==> config.mk <==
export PLATFORM = sky130hd
export DESIGN_NAME = mod10_counter
export DESIGN_NICKNAME = d
export VERILOG_FILES = /design/src/rtl/mod10_counter.sv
export SDC_FILE = /design/constraint.sdc
export NUM_CORES = 1
export LEC_CHECK = 0
export CAP_MARGIN = 30
export CELL_PAD_IN_SITES_DETAIL_PLACEMENT = 0
export CELL_PAD_IN_SITES_GLOBAL_PLACEMENT = 1
export CORE_MARGIN = 4
export CORE_UTILIZATION = 30
export DETAILED_ROUTE_END_ITERATION = 10
export PLACE_DENSITY = 0.76
export SYNTH_ARGS = -nofsm -noshare
export SYNTH_HDL_FRONTEND = slang
export SYNTH_SLANG_ARGS = --single-unit
==> constraint.sdc <==
create_clock -name clk -period 2.6 [get_ports clk]
set_input_delay 0.52 -clock clk [delete_from_list [all_inputs] [get_ports clk]]
set_output_delay 0.52 -clock clk [all_outputs]
set_load 0.005 [all_outputs]
==> src/rtl/mod10_counter.sv <==
// Synchronous mod-N (decade by default) BCD counter with up/down, clear, load,
// cascade carry/borrow and a registered seven-segment decode of the count.
module mod10_counter #(
  parameter int unsigned MODULUS        = 10,
  parameter int unsigned WIDTH          = 4,
  parameter bit          SEG_ACTIVE_LOW = 1'b0
) (
  input  logic             clk,
  input  logic             rst,
  input  logic             en,
  input  logic             up_dn,
  input  logic             sclr,
  input  logic             load,
  input  logic [WIDTH-1:0] din,
  output logic [WIDTH-1:0] q,
  output logic             tc,
  output logic             co,
  output logic [6:0]       seg
);

  localparam logic [WIDTH-1:0] MAX_Q    = WIDTH'(MODULUS - 1);
  localparam logic [6:0]       SEG_ZERO = SEG_ACTIVE_LOW ? 7'b1000000 : 7'b0111111;

  logic [WIDTH-1:0] q_q, q_d;
  logic [6:0]       seg_q, seg_d;

  // Segment pattern {g,f,e,d,c,b,a}, active high; hex A-F beyond 9.
  function automatic logic [6:0] seg_decode(input logic [3:0] v);
    logic [6:0] p;
    case (v)
      4'h0:    p = 7'b0111111;
      4'h1:    p = 7'b0000110;
      4'h2:    p = 7'b1011011;
      4'h3:    p = 7'b1001111;
      4'h4:    p = 7'b1100110;
      4'h5:    p = 7'b1101101;
      4'h6:    p = 7'b1111101;
      4'h7:    p = 7'b0000111;
      4'h8:    p = 7'b1111111;
      4'h9:    p = 7'b1101111;
      4'hA:    p = 7'b1110111;
      4'hB:    p = 7'b1111100;
      4'hC:    p = 7'b0111001;
      4'hD:    p = 7'b1011110;
      4'hE:    p = 7'b1111001;
      default: p = 7'b1110001;
    endcase
    return p;
  endfunction

  // Next count: sclr > load > en; illegal states fall back to 0 on a counting edge.
  always_comb begin
    q_d = q_q;
    if (sclr) begin
      q_d = '0;
    end else if (load) begin
      q_d = (32'(din) < MODULUS) ? din : '0;
    end else if (en) begin
      if (32'(q_q) >= MODULUS) begin
        q_d = '0;
      end else if (up_dn) begin
        q_d = (q_q == MAX_Q) ? '0 : q_q + WIDTH'(1);
      end else begin
        q_d = (q_q == '0) ? MAX_Q : q_q - WIDTH'(1);
      end
    end
  end

  // Decoding the next state keeps seg aligned with q in the same cycle.
  always_comb begin
    seg_d = seg_decode(4'(q_d)) ^ {7{SEG_ACTIVE_LOW}};
  end

  always_ff @(posedge clk or posedge rst) begin
    if (rst) begin
      q_q   <= '0;
      seg_q <= SEG_ZERO;
    end else begin
      q_q   <= q_d;
      seg_q <= seg_d;
    end
  end

  assign q   = q_q;
  assign seg = seg_q;
  assign tc  = up_dn ? (q_q == MAX_Q) : (q_q == '0);
  assign co  = tc & en;

endmodule

==> results of run 1 <==
==> cell families after synthesis <==
| logic type | after synthesis | share of synthesized area |
|---|---|---|
| buf+inv | 16 | 0.0797 |
| compound gates | 31 | 0.257 |
| mux | 7 | 0.0797 |
| xor+xnor | 1 | 0.00900 |
| fa+ha+maj | 12 | 0.154 |
| flops | 11 | 0.290 |
| simple gates | 23 | 0.130 |
==> worst max-delay path, stage by stage, from the launching register on <==
cell and delay [ns]:
dfrtp_1 0.37, buf_4 0.17, ha_1 0.21, nand3_1 0.16
o21bai_4 0.19, clkdlybuf4s50_1 0.52
==> sequential cells by signal (all words and copies together), names as in the netlist <==
signal	count
seg	7
q	4
==> synth_stat cells (2+ instances only) <==
cell type and count:
nor2b_1 2, nor2_1 3, mux2i_1 4, dfrtp_1 5
ha_1 12, o21bai_1 2, a21oi_1 10, nand2b_1 3
inv_1 9, a22oi_1 4, dfstp_2 6, nand2_1 4
buf_2 2, nand4_1 2, a31oi_1 2, nand2_2 2
nand3_1 2, o31ai_1 2, buf_6 2, inv_2 2
==> how the worst max path moves through the flow <==
stage,startpoint,endpoint,depth (start not counted)
3_3_place_gp,up_dn,co,5
6_report,q[0]$_DFF_PP0_,tc,5
2_1_floorplan,q[0]$_DFF_PP0_,seg[3]$_DFF_PP1_,10
5_1_grt,q[1]$_DFF_PP0_,seg[3]$_DFF_PP1_,10
3_5_place_dp,up_dn,seg[6]$_DFF_PP0_,10
4_1_cts,q[1]$_DFF_PP0_,co,6
==> power groups by stage <==
stage | Combinational, mW | Sequential (mW) | Clock [mW]
final | 0.254 | 0.210 | 0.116
after global routing | 0.279 | 0.213 | 0.132
after CTS | 0.243 | 0.210 | 0.120
after detailed placement | 0.235 | 0.212 | 0
after global placement | 0.231 | 0.211 | 0
after floorplan | 0.114 | 0.216 | 0
==> layer usage <==
| layer | track usage | vias up |
|---|---|---|
| li1 | - | 464 |
| met4 | 0.0396 | 0 |
| met1 | 0.159 | 440 |
| met5 | 0 | - |
| met2 | 0.204 | 18 |
| met3 | 0.0156 | 0 |
==> stage by stage <==
stage | util | cell area (um^2) | instances | hold WS, ns | TNS, ns
floorplan | - | 973 | 101 | 0.368 | 0
global placement | 0.450 | 1390 | 185 | 0.825 | -0.476
detailed placement | 0.450 | 1390 | 185 | 0.833 | -0.741
CTS | 0.468 | 1440 | 190 | 0.547 | 0
global route | 0.483 | 1490 | 193 | 0.583 | 0
finish | 0.483 | 1490 | 193 | 0.533 | 0
==> repair_timing <==
item / in CTS / in global routing
buffers inserted: 1 / 3
resized for setup: 6 / 6
setup endpoints to repair: 2 / 7
pin swaps: 1 / 1
==> cell type report <==
cell class | instances | area share
repair buffers | 49 | 0.285
well taps | 44 | 0.0370
inverters | 11 | 0.0278
clock buffers | 4 | 0.0177
multi-input cells | 74 | 0.442
flip-flops and latches | 11 | 0.191
==> summary.md, run 1 <==
| Metric | Value |
|---|---|
| CP arrival | `1.89 ns` |
| Count of pins over their slew limit | `0` |
| Starting Density | `0.316` |
| Via Count | `922` |
| Antenna cells | `0` |
| Worst Path Required | `2.08 ns` |
| Unique masters post-synth | `41` |
| Pwr/cell area | `389 nW/um^2` |
| Routed vias/inst | `4.78` |
| # setup viols final | `0` |
| WL final | `2370 um` |
| Sw frac | `0.304` |
| Fillers | `301` |
| Worst rel slew slack | `0.732` |
| Detailed-route DRC error count | `0` |
| Switch Pwr | `176 uW` |
| HP Class | `input pin to asynchronous set/reset pin` |
| Most frequent cells in the layout | `buf_4 (27), clkdlybuf4s50_1 (20), ha_1 (11), a21oi_1 (10), inv_1 (7)` |
| Ports | `23` |
| GRT overflow | `0` |
| Power, Total | `579 uW` |
| Rows | `20` |
| Core footprint | `3080 um^2` |
| Pre-CTS setup slack | `-0.135 ns` |
| Post-Synthesis Cells | `101` |
| Clk network pwr share | `0.200` |
| Die ar. | `4220 um^2` |
| Reg area | `284 um^2` |
| Cell Area, Synth | `973 um^2` |
| Worst reg2reg setup slack | `0.22 ns` |
| Run status | `completed` |
| DR pass1 iterations | `4` |
| Detail Route Antenna Nets | `0` |
| Total CTS buffers | `3` |
| FF-to-FF End | `seg[4]$_DFF_PP1_` |
| Synth Net Count | `123` |
| Largest net degree at the start of global routing | `12` |
| Ys async rst share | `1.00` |
| Crit start category | `flip-flop` |
| Top_reg_cell synth | `dfstp_2` |
| Clock latency on the worst-skew pair | `0.27 ns` |
| Nets | `172` |
| Setup CP Type | `flip-flop to primary output` |
| Max Fclk | `0.414 GHz` |
| Port bufs | `22` |
| Part of the power in registers | `0.363` |
| Antenna violations before repair | `0` |
| Cell leakage power | `0.689 nW` |
| Clock Tree Root | `clkbuf_4` |
| Top cell type's share of synthesized area | `0.162` |
| CTS Sinks | `11` |
| Final hold violations | `0` |
| Seq cells post-synth | `11` |
| Synthesized area per cell | `9.64 um^2` |
| Setup Skew | `0.00648 ns` |
| WL met3 | `70 um` |
| Post-DP HPWL | `1890 um` |
| Peak VDD IR | `100 uV` |
| Internal power | `403 uW` |
| Clock slew at reported path FFs | `0.07 ns` |
| First-pass GRT wire length | `4070 um` |
| Die X | `65.0 um` |
| Reg2Reg Launch Point | `q[0]$_DFF_PP0_` |
| Die H | `65.0 um` |
| Yosys top cell by area | `dfstp_2` |
| Area growth syn-to-layout | `52.8%` |
| Layout cells sized above 1 | `0.356` |
| M1 WL | `1110 um` |
| Max Fanout on Critical Path | `7` |
| Min Clock Period, post-route | `2.41 ns` |
| 1st-iter DRT viols | `34` |
| Period utilization | `0.928` |
| DR WL met2 | `1190 um` |
| CTS max path bufs | `2` |
| Top routing layer used | `met3` |
| Synth Warn # | `0` |
| Vias in the first global route | `918` |
| Multi-input logic area | `657 um^2` |
| Hold-fix buffers at CTS | `0` |
| FF-to-FF path depth | `12` |
| Final setup margin | `0.186 ns` |
| Post-synth EDFFs | `0` |
| Wirelength per Cell | `12.3 um` |
| Worst-Margin Slew | `0.402 ns` |
| Logic gate share of total power | `0.438` |
| Max-capacitance violation count | `0` |
| Most common cell after layout, fill and taps aside | `buf_4` |
| Unrepaired setup endpoints after global routing | `false` |
| CTS tree | `yes` |
| Post-synthesis sequential area ratio | `0.290` |
| Synth area leaders | `dfstp_2 (16%), ha_1 (15%), dfrtp_1 (13%), a21oi_1 (5.1%), mux2i_1 (4.1%)` |
| Total Routing Usage GR | `0.121` |
| Placer congestion estimate | `0.868` |
| Htree depth | `1` |
| Crit. End Element | `primary output` |
Note: power is estimated with default switching activity, not from simulation.
==> inputs of run 2 (changes only) <==
--- a/config.mk
+++ b/config.mk
@@ -11,7 +11,9 @@
 export CORE_MARGIN = 4
 export CORE_UTILIZATION = 30
 export DETAILED_ROUTE_END_ITERATION = 10
+export GPL_TIMING_DRIVEN = 0
 export PLACE_DENSITY = 0.76
+export SLEW_MARGIN = 20
 export SYNTH_ARGS = -nofsm -noshare
 export SYNTH_HDL_FRONTEND = slang
 export SYNTH_SLANG_ARGS = --single-unit
==> run 2 against run 1 <==
Net effect: first-iteration DRC count shrank 50%; via count decreased by 5.0%; flip-flop and latch count unchanged; power fell by 5.8%; routed wire length down 3.7%; sequential power about the same; register-to-register slack got worse by 0.03 ns; setup slack worse by 0.094 ns; design area is 9.3% lower.
==> summary.md, run 2 (synthesis gave the netlist of run 1 again) <==
| Metric | Value |
|---|---|
| Run status | `completed` |
| Htree depth | `1 (unchanged)` |
| GRT overflow | `0 (unchanged)` |
| Min Clock Period, post-route | `2.51 ns (+0.0943 ns)` |
| HP Class | `input pin to asynchronous set/reset pin` |
| Largest net degree at the start of global routing | `12 (unchanged)` |
| CP arrival | `1.99 ns (+0.10 ns)` |
| Worst rel slew slack | `0.688 (-0.0443)` |
| WL final | `2280 um (-3.7%)` |
| Post-DP HPWL | `1650 um (-13%)` |
| Placed instance area | `1230 um^2 (-11%)` |
| First-pass GRT wire length | `3800 um (-6.6%)` |
| Hold-fix buffers at CTS | `0 (unchanged)` |
| Rows | `20 (unchanged)` |
| Clock Tree Root | `clkbuf_4` |
| Ports | `23 (unchanged)` |
| Nets | `154 (-10%)` |
| Logic gate share of total power | `0.414 (-0.024)` |
| Part of the power in registers | `0.385 (+0.022)` |
| Max-capacitance violation count | `0 (unchanged)` |
| Setup Skew | `0.00527 ns (-0.00121 ns)` |
| Detail Route Antenna Nets | `0 (unchanged)` |
| Switch Pwr | `167 uW (-5.0%)` |
| Final instance area | `1350 um^2 (-9.3%)` |
| Clock slew at reported path FFs | `0.07 ns (about the same)` |
| Area growth syn-to-layout | `38.6%` |
| Sw frac | `0.306 (+0.00238)` |
| CTS max path bufs | `2 (unchanged)` |
| Clock latency on the worst-skew pair | `0.26 ns (about the same)` |
| Setup CP Type | `flip-flop to primary output` |
| Crit. End Element | `primary output` |
| Count of pins over their slew limit | `0 (unchanged)` |
| Max Fanout on Critical Path | `5 (-2)` |
| Placer congestion estimate | `0.789 (-9.2%)` |
| Pre-CTS setup slack | `-0.249 ns (-0.114 ns)` |
| # setup viols final | `0 (unchanged)` |
| Antenna cells | `0 (unchanged)` |
| Most common cell after layout, fill and taps aside | `clkdlybuf4s50_1` |
| Max Fclk | `0.399 GHz (-3.8%)` |
| Total CTS buffers | `3 (unchanged)` |
| Min Hold Slack | `0.535 ns (+0.00272 ns)` |
| Pwr/cell area | `405 nW/um^2 (+3.9%)` |
| Die H | `65.0 um (unchanged)` |
| Total Routing Usage GR | `0.109 (-0.0120)` |
| Wirelength per Cell | `13.0 um (+6.2%)` |
| Clk network pwr share | `0.201 (about the same)` |
| Final setup margin | `0.0919 ns (-0.0943 ns)` |
| Starting Density | `0.316 (unchanged)` |
| Worst reg2reg setup slack | `0.19 ns (-0.03 ns)` |
| Peak VDD IR | `108 uV (+7.6%)` |
| Internal power | `379 uW (-6.1%)` |
| Period utilization | `0.965 (+0.0363)` |
| Layout cells sized above 1 | `0.275 (-0.0809)` |
| Routed vias/inst | `5.01 (+4.8%)` |
| Worst Path Required | `2.08 ns (about the same)` |
| Vias in the first global route | `859 (-6.4%)` |
| Core footprint | `3080 um^2 (unchanged)` |
| Die ar. | `4220 um^2 (unchanged)` |
| DR pass1 iterations | `4 (unchanged)` |
| Detailed-route DRC error count | `0 (unchanged)` |
| Cell leakage power | `0.582 nW (-15%)` |
| Via Count | `876 (-5.0%)` |
| CTS Sinks | `11 (unchanged)` |
| 1st-iter DRT viols | `17 (-50%)` |
| Worst-Margin Slew | `0.469 ns (+0.0664 ns)` |
| Max reg flops | `7 (unchanged)` |
| Die X | `65.0 um (unchanged)` |
| CTS tree | `yes` |
| Crit start category | `flip-flop` |
| Final hold violations | `0 (unchanged)` |
| Most frequent cells in the layout | `clkdlybuf4s50_1 (20), ha_1 (11), a21oi_1 (10), inv_1 (7)` |
| Port bufs | `20 (-9.1%)` |
| Antenna violations before repair | `0 (unchanged)` |
## run 2: area by class of cell
cell class	instances	area, um^2
Inverter	11	41.3
Tap cell	44	55.1
Multi-Input combinational cell	74	659
Clock buffer	4	26.3
Sequential cell	11	285
Fill cell	300	1730
Timing Repair Buffer	26	245
Buffer	5	36.3
## run 2: repair_timing
action	in CTS	in global routing
pin swaps	1	1
endpoints found under the setup margin	9	2
buffers inserted	4	2
gates resized for setup	7	4
## run 2: path summary, 6_finish.rpt
check,cells past startpoint,start,endpoint
max,6,q[1]$_DFF_PP0_,co
min,2,rst,q[2]$_DFF_PP0_
max reg2reg,11,q[0]$_DFF_PP0_,seg[0]$_DFF_PP1_
min reg2reg,4,q[2]$_DFF_PP0_,seg[4]$_DFF_PP1_
max in group asynchronous,2,rst,seg[5]$_DFF_PP1_
min in group clk,4,q[2]$_DFF_PP0_,seg[4]$_DFF_PP1_
## run 2: critical path, stage by stage (launching register included)
cell,delay [ns]
dfrtp_2,0.45
inv_2,0.11
ha_4,0.15
nor4b_4,0.21
o21bai_4,0.17
and2_1,0.14
clkdlybuf4s50_1,0.50
## run 2: stage by stage
step	setup TNS [ns]	std cells	utilization	power, mW
2_1_floorplan	0	101	-	0.329
3_3_place_gp	-0.662	165	0.399	0.408
3_5_place_dp	-0.877	165	0.399	0.412
4_1_cts	0	173	0.427	0.538
5_1_grt	-0.00826	175	0.438	0.580
6_report	0	175	0.438	0.546
## run 2: power groups by stage
stage          Sequential (mW)  Combinational (mW)  Clock [mW]
3_3_place_gp             0.215               0.193           0
3_5_place_dp             0.215               0.197           0
6_report                 0.210               0.226       0.110
5_1_grt                  0.212               0.247       0.121
2_1_floorplan            0.216               0.114           0
4_1_cts                  0.210               0.216       0.112
## run 2: per-layer routing
metal | vias to the layer above | routed length [um] | global-route usage
li1 | 425 | - | -
met1 | 415 | 986 | 0.142
met2 | 34 | 1140 | 0.190
met3 | 2 | 128 | 0.00520
met4 | 0 | 23 | 0.0396
met5 | - | 0 | 0
==> inputs of run 3 (changes only) <==
--- a/config.mk
+++ b/config.mk
@@ -17,3 +17,4 @@
 export SYNTH_ARGS = -nofsm -noshare
 export SYNTH_HDL_FRONTEND = slang
 export SYNTH_SLANG_ARGS = --single-unit
+export TNS_END_PERCENT = 50
==> results of run 3 <==
No change in the layout: final DEF, timing and power equal those of run 2.
